--- config.mk ---
export PLATFORM = sky130hd
export DESIGN_NAME = button_sequencer
export DESIGN_NICKNAME = d
export VERILOG_FILES = /design/src/rtl/button_sequencer.sv
export SDC_FILE = /design/constraint.sdc
export NUM_CORES = 1
export LEC_CHECK = 0
export BUFFER_PORTS_ARGS = -buffer_cell sky130_fd_sc_hd__buf_2
export CAP_MARGIN = 0
export CORE_ASPECT_RATIO = 0.7
export CORE_MARGIN = 5
export CORE_UTILIZATION = 53
export CTS_BUF_LIST = sky130_fd_sc_hd__clkbuf_4
export CTS_CLUSTER_SIZE = 24
export DETAILED_ROUTE_END_ITERATION = 6
export HOLD_SLACK_MARGIN = 0.05
export PLACE_DENSITY = 0.86
export SKIP_CTS_REPAIR_TIMING = 1
export SYNTH_ARGS = -nofsm -noshare
export SYNTH_HDL_FRONTEND = slang
export SYNTH_SLANG_ARGS = --single-unit
--- constraint.sdc ---
create_clock -name clk -period 1.8 [get_ports clk]
set_input_delay 0.27 -clock clk [delete_from_list [all_inputs] [get_ports clk]]
set_output_delay 0.27 -clock clk [all_outputs]
set_load 0.005 [all_outputs]
--- src/rtl/button_sequencer.sv ---
// ---------------------------------------------------------------------------
// button_sequencer
//   Transmit side of the button path. Plays a stored key code onto a 4-bit
//   one-hot button bus. Each key gets a press of HOLD_CYCLES cycles and then
//   GAP_CYCLES cycles with all buttons released. The timing is long enough
//   for a downstream debouncer + edge detector to see exactly one pulse per
//   key.
//
// Ports
//   clk        in   1            system clock, rising edge
//   rstn       in   1            asynchronous active-low reset
//   start      in   1            request playback (sampled only while idle)
//   abort      in   1            synchronous cancel of playback in progress
//   code       in   2*CODE_LEN   key indices, key k = code[2k+1:2k], key 0 first
//   button     out  4            one-hot pressed key, 4'b0000 when released
//   busy       out  1            high while a sequence is playing
//   done       out  1            one-cycle pulse on normal completion
//   dbg_state  out  2            current FSM state (IDLE/PRESS/RELEASE)
//
// Handshake: start is a level request, not valid/ready. It is honoured in
// any cycle where the FSM is IDLE and abort is low (including the done
// cycle); while busy it is ignored and never queued.
// ---------------------------------------------------------------------------
module button_sequencer #(
    parameter int CODE_LEN    = 4,
    parameter int HOLD_CYCLES = 16,
    parameter int GAP_CYCLES  = 16
) (
    input  logic                  clk,
    input  logic                  rstn,
    input  logic                  start,
    input  logic                  abort,
    input  logic [2*CODE_LEN-1:0] code,
    output logic [3:0]            button,
    output logic                  busy,
    output logic                  done,
    output logic [1:0]            dbg_state
);

    localparam int CNT_MAX = (HOLD_CYCLES > GAP_CYCLES) ? HOLD_CYCLES : GAP_CYCLES;
    localparam int CNT_W   = $clog2(CNT_MAX + 1);
    localparam int IDX_W   = $clog2(CODE_LEN + 1);

    typedef enum logic [1:0] {
        IDLE    = 2'd0,
        PRESS   = 2'd1,
        RELEASE = 2'd2
    } state_t;

    state_t                state_q, state_d;
    logic [IDX_W-1:0]      idx_q, idx_d;
    logic [CNT_W-1:0]      cnt_q, cnt_d;
    logic [2*CODE_LEN-1:0] code_q, code_d;
    logic [3:0]            button_q, button_d;
    logic                  busy_q, busy_d;
    logic                  done_q, done_d;
    logic [IDX_W-1:0]      idx_inc;

    // Key lookup by loop so an index past the last key can never produce an
    // out-of-range part-select; such an index simply returns key 0.
    function automatic logic [1:0] key_at(input logic [2*CODE_LEN-1:0] c,
                                          input logic [IDX_W-1:0]      i);
        logic [1:0] k;
        k = c[1:0];
        for (int n = 0; n < CODE_LEN; n++) begin
            if (IDX_W'(n) == i) k = c[2*n +: 2];
        end
        return k;
    endfunction

    function automatic logic [3:0] onehot(input logic [1:0] k);
        return 4'b0001 << k;
    endfunction

    assign idx_inc = idx_q + IDX_W'(1);

    always_comb begin
        state_d  = state_q;
        idx_d    = idx_q;
        cnt_d    = cnt_q;
        code_d   = code_q;
        button_d = button_q;
        busy_d   = busy_q;
        done_d   = 1'b0;

        case (state_q)
            IDLE: begin
                button_d = 4'b0000;
                busy_d   = 1'b0;
                // abort beats start when both arrive in the same idle cycle
                if (start && !abort) begin
                    code_d   = code;
                    idx_d    = '0;
                    cnt_d    = '0;
                    state_d  = PRESS;
                    button_d = onehot(code[1:0]);
                    busy_d   = 1'b1;
                end
            end

            PRESS: begin
                if (abort) begin
                    state_d  = IDLE;
                    cnt_d    = '0;
                    idx_d    = '0;
                    button_d = 4'b0000;
                    busy_d   = 1'b0;
                end else if (cnt_q == CNT_W'(HOLD_CYCLES - 1)) begin
                    state_d  = RELEASE;
                    cnt_d    = '0;
                    button_d = 4'b0000;
                end else begin
                    cnt_d = cnt_q + CNT_W'(1);
                end
            end

            RELEASE: begin
                if (abort) begin
                    state_d  = IDLE;
                    cnt_d    = '0;
                    idx_d    = '0;
                    button_d = 4'b0000;
                    busy_d   = 1'b0;
                end else if (cnt_q == CNT_W'(GAP_CYCLES - 1)) begin
                    cnt_d = '0;
                    if (idx_q == IDX_W'(CODE_LEN - 1)) begin
                        state_d = IDLE;
                        idx_d   = '0;
                        busy_d  = 1'b0;
                        done_d  = 1'b1;
                    end else begin
                        state_d  = PRESS;
                        idx_d    = idx_inc;
                        button_d = onehot(key_at(code_q, idx_inc));
                    end
                end else begin
                    cnt_d = cnt_q + CNT_W'(1);
                end
            end

            default: begin
                state_d  = IDLE;
                idx_d    = '0;
                cnt_d    = '0;
                button_d = 4'b0000;
                busy_d   = 1'b0;
            end
        endcase
    end

    always_ff @(posedge clk or negedge rstn) begin
        if (!rstn) begin
            state_q  <= IDLE;
            idx_q    <= '0;
            cnt_q    <= '0;
            code_q   <= '0;
            button_q <= 4'b0000;
            busy_q   <= 1'b0;
            done_q   <= 1'b0;
        end else begin
            state_q  <= state_d;
            idx_q    <= idx_d;
            cnt_q    <= cnt_d;
            code_q   <= code_d;
            button_q <= button_d;
            busy_q   <= busy_d;
            done_q   <= done_d;
        end
    end

    assign button    = button_q;
    assign busy      = busy_q;
    assign done      = done_q;
    assign dbg_state = state_q;

endmodule

Word level (Yosys, flattened, before mapping)
Index checks and enable logic that the tools add are counted.
{"block": "word_totals", "input_bits": 12, "output_inout_bits": 8, "elab_cells": 74, "regBits": 24}
{"block": "op_classes", "add_sub_neg": 2, "n_eq_ne": 13, "mux": 41, "reduce_logical": 9, "shifts": 2}
{"op": "2-bit 2-to-1 mux", "n": 12}
{"op": "4-bit 2-to-1 mux", "n": 6}
{"op": "3-bit 2-to-1 mux", "n": 5}
{"op": "5-bit 2-to-1 mux", "n": 3}
{"op": "3-bit inequality test (second input constant)", "n": 4}
{"op": "4-bit case mux with 3 select lines", "n": 1}
{"op": "3-bit AND reduction", "n": 4}
{"op": "1-bit 2-to-1 mux", "n": 10}
{"op": "5-bit case mux with 2 select lines", "n": 1}
{"op": "3-bit case mux with 3 select lines", "n": 1}
{"op": "1-bit by 2-bit << shifter with 4-bit output (first input constant)", "n": 2}
{"op": "2-bit by 3-bit equality test with 1-bit output (first input constant)", "n": 2}
{"op": "2-bit case mux with 3 select lines", "n": 1}
{"op": "5-bit by 1-bit adder with 5-bit output (second input constant)", "n": 1}
{"op": "5-bit by 4-bit equality test with 1-bit output (second input constant)", "n": 1}
{"op": "2-bit inequality test (second input constant)", "n": 2}
{"op": "3-bit by 1-bit adder with 3-bit output (second input constant)", "n": 1}
{"op": "1-bit by 3-bit equality test with 1-bit output (first input constant)", "n": 1}
{"op": "3-bit by 2-bit equality test with 1-bit output (second input constant)", "n": 1}
{"op": "1-bit case mux with 3 select lines", "n": 1}
{"op": "2-bit by 1-bit equality test with 1-bit output (second input constant)", "n": 1}
{"op": "2-bit equality test (second input constant)", "n": 1}
{"op": "2-bit logical NOT", "n": 1}
{"op": "2-bit AND reduction", "n": 1}
{"op": "other kinds (3)", "n": 3}

Depth between registers and ports, before layout
{"block": "logic_depth", "depth_word": 14, "mapped_depth": 8, "mapped_depth_nobuf": 7}

Least setup slack after synthesis
Ideal clock, no wire load.
{"block": "synth_path", "kind": "reg2reg", "startpoint": "reg idx_q[0]", "endpoint": "reg button_q[1] (netlist: button[1])", "path_stages_with_launch": 7, "t_arrival_ns": 1.703, "required_ns": 1.725, "synth_period_minus_slack_ns": 1.777, "path_slack_ns": 0.023, "setup_time_ns": 0.075, "path_buffers": 0, "cell_sequence": "dfrtp_1 -> ha_1 -> ha_1 -> a21bo_1 -> a32o_1 -> o31a_1 -> o2bb2ai_2"}
{"block": "synth_between", "elab_chain_cells": 14, "word_cells_on_any_way": 19, "classes_between": "1 x add/sub; 5 x eq/ne; 1 x shift; 11 x mux; 1 x reduce/logical"}
{"item": "from (decl)", "line_no": "51", "rtl": "logic [IDX_W-1:0] idx_q, idx_d;"}
{"item": "from (signal assigned)", "line_no": "162", "rtl": "idx_q <= idx_d;"}
{"item": "3-bit by 1-bit adder with 3-bit output", "line_no": "75", "rtl": "assign idx_inc = idx_q + IDX_W'(1);"}
{"item": "1-bit by 3-bit equality test with 1-bit output", "line_no": "66", "rtl": "if (IDX_W'(n) == i) k = c[2*n +: 2];"}
{"item": "2-bit 2-to-1 mux (3 in a row)", "line_no": "66"}
{"item": "2-bit 2-to-1 mux", "line_no": "126", "rtl": "if (idx_q == IDX_W'(CODE_LEN - 1)) begin"}
{"item": "2-bit 2-to-1 mux", "line_no": "124", "rtl": "end else if (cnt_q == CNT_W'(GAP_CYCLES - 1)) begin"}
{"item": "2-bit 2-to-1 mux", "line_no": "118", "rtl": "if (abort) begin"}
{"item": "2-bit 2-to-1 mux", "line_no": "86", "rtl": "case (state_q)"}
{"item": "1-bit by 2-bit << shifter with 4-bit output", "line_no": "72", "rtl": "return 4'b0001 << k;"}
{"item": "4-bit 2-to-1 mux", "line_no": "126"}
{"item": "4-bit 2-to-1 mux", "line_no": "124"}
{"item": "4-bit 2-to-1 mux", "line_no": "118"}
{"item": "4-bit case mux with 3 select lines", "line_no": "86"}
{"item": "to (signal assigned)", "line_no": "165", "rtl": "button_q <= button_d;"}
{"item": "to (decl)", "line_no": "54", "rtl": "logic [3:0] button_q, button_d;"}
Parallel ways exist; a longest one is shown, timed or not. The select of a mux whose other input is x is not followed.
A chain may end at the register's enable or synchronous reset.

Final worst setup path
{"block": "layout_path", "startpoint": "reg idx_q[1]", "endpoint": "reg button_q[1] (netlist: button[1])"}
Same word-level chain as after synthesis.

==> qor.txt <==
CTS Buf Count - 3
Dpl hpwl - 2.28 mm
MaxCap Viol Count - 0
Crit path cell chain - ha_4 -> ha_4 -> a21bo_1 -> a32o_2 -> o31a_1 -> o2bb2ai_2
Sequential share of power - 0.493
RSZ-0062 raised after global routing - true
Pre-CTS WS - -0.0275 ns
Mean Syn Cell Area - 9.45 µm²
Setup TNS - 0 ns
Switching Fraction - 0.368
Worst slew pin tran - 0.537 ns
Crit. End Element - flip-flop
Fin crit period - 1.78 ns
Worst Hold Slack - 0.140 ns
Final critical-path share of the clock period - 0.987
Ys async rst share - 1.00
DRT Pass-1 Iters - 4
Reg2reg start - idx_q[1]
Bufs on Longest Clock Path - 2
Area leader, netlist - dfrtp_1
Die Area - 0.00374 mm²
Mapped Area - 0.00138 mm²
Clock group share of total power - 0.152
IO Pins - 20
Overall Global Routing Usage - 0.171
CP Data Arrival Time - 2.03 ns
Final Wtd Congestion - 0.781
Max incr delay on CP - 0.48 ns
Die width - 71.0 µm
Gr ovfl total - 0
Clock sinks - 24
Final antenna-violating net count - 0
Area fraction of the dominant cell type after synthesis - 0.435
Post-synth cell types - 37
P per Cell Area - 926 mW/mm²
Area delta synth->final - 19.9%
Top post-synthesis cells by area - dfrtp_1, nand2_1, ha_1
Die Span Y - 52.7 µm
Worst clock skew - 0.00292 ns
# DRC - 0
Initial DRC count - 89
Slew headroom - 0.642
Number of synthesized flops with an enable pin - 0
Startpoint Class - flip-flop
Core area - 0.00248 mm²
Slowest CP cell - dfrtp_2
H-tree Lvls - 1
Port bufs - 19
Hold Crit Class - in -> reg
Main flop type after synthesis - dfrtp_1
Int Pwr - 968 µW
HP Start - code[5]
Routed len/inst - 14.9 µm
Setup ws final - 0.0241 ns
Worst-path clk slew - 0.12 ns
Routed WL - 3.10 mm
#FFs+latches synth - 24
Hold Fails Final Rpt - 0
Ys Warns - 0
Antenna violations before repair - 0
Row count - 15
Critical path class - reg -> reg
CP Launch Point - idx_q[1]
Leakage - 0.804 nW
Synthesized Nets - 169
Design Power - 1.53 mW
Via density - 5.56
Status - finished, final reports clean
Synth top cells by count - nand2_1, dfrtp_1, ha_1
Psw - 564 µW
Via count - 1,157
Global-route wire length before repair - 4.97 mm
CTS Root Cell - clkbuf_4
Max FO, Critical Path - 4
Post-layout util - 0.668
Clk_lat worst skew - 0.31 ns
ANT cells - 0
Slew Viols, Final - 0
Vias in the first global route - 1,119
Final setup vio count - 0
Part of the power in combinational logic - 0.356
Cell count after synthesis - 146
CP most frequent cell - ha_4
Pin count of the biggest net entering global routing - 25
Layout cell share with drive strength beyond 1 - 0.293
Initial Utilization - 0.557
Count leader, synth - nand2_1
Fmax - 0.563 GHz
Register area share after synthesis - 0.435
CP required - 2.05 ns
Final nets - 199
CTS tree - yes
VDD IR max - 0.546 mV
-- metal layers --
layer / GRT usage / up-vias / part of all wire
li1: - / 569 / -
met1: 0.224 / 556 / 0.48
met2: 0.282 / 30 / 0.46
met3: 0.0556 / 2 / 0.056
met4: 0.0313 / 0 / 0.0058
met5: 0 / - / 0
-- worst paths after layout --
kind,end,slack (ns),depth (start not counted)
min in group asynchronous,cnt_q[1],0.46,2
setup / recovery,button[1],0.02,6
hold / removal,code_q[5],0.14,3
max in group asynchronous,idx_q[0],0.95,2
setup reg to reg,button[1],0.02,6
hold reg to reg,code_q[7],0.50,2
-- cells in the final DEF (no fill, tap or decap), types with 3 or more instances in the layout --
master     netlist  layout
nor2b_1          3       3
clkbuf_4         0       3
nand3_1          4       4
o2bb2ai_1        3       3
nor2_1           6       6
buf_4            0       8
inv_1            7       5
o21ai_0          8       7
nand2b_1         3       3
buf_2            1      19
ha_4             0       4
a21oi_1          4       4
nand2_1         38      38
o31ai_1          4       4
ha_1            11       6
dfrtp_1         24      22
-- power groups by stage --
stage | sequential (mW) | clock, mW | combinational, mW
floorplan | 0.742 | 0 | 0.374
global placement | 0.758 | 0 | 0.499
detailed placement | 0.761 | 0 | 0.526
CTS | 0.751 | 0.236 | 0.528
global route | 0.768 | 0.264 | 0.613
finish | 0.755 | 0.232 | 0.545
-- final cells by class --
cell class	count	area, µm²
fillers	194	823
multi-input cells	112	795
flip-flops and latches	24	603
repair buffers	28	165
well taps	34	42.5
inverters	7	26.3
clock buffers	3	22.5
-- through the flow --
| step | instances | cell area (µm²) |
|---|---|---|
| finish | 208 | 1650 |
| global route | 208 | 1650 |
| CTS | 204 | 1560 |
| detailed placement | 201 | 1540 |
| global placement | 201 | 1540 |
| floorplan | 146 | 1380 |
-- critical path, delay by kind of cell (launching register included) --
| kind | cells | cell delay [ns] |
|---|---|---|
| flops | 1 | 0.48 |
| fa+ha+maj | 2 | 0.45 |
| compound gates | 4 | 0.78 |
-- flip-flops by register name (all words and copies together) (netlist names) --
| signal | count |
|---|---|
| code_q | 8 |
| cnt_q | 5 |
| button | 4 |
| idx_q | 3 |
| dbg_state | 2 |
| busy | 1 |
| done | 1 |
-- cells by family after synthesis --
| logic type | synth area share |
|---|---|
| AO/OA/AOI/OAI | 0.180 |
| adder cells (fa/ha/maj) | 0.0997 |
| buffers and inverters | 0.0335 |
| flip-flops | 0.435 |
| multiplexers | 0.00816 |
| AND/OR/NAND/NOR | 0.244 |
(Power assumes the default switching activity.)
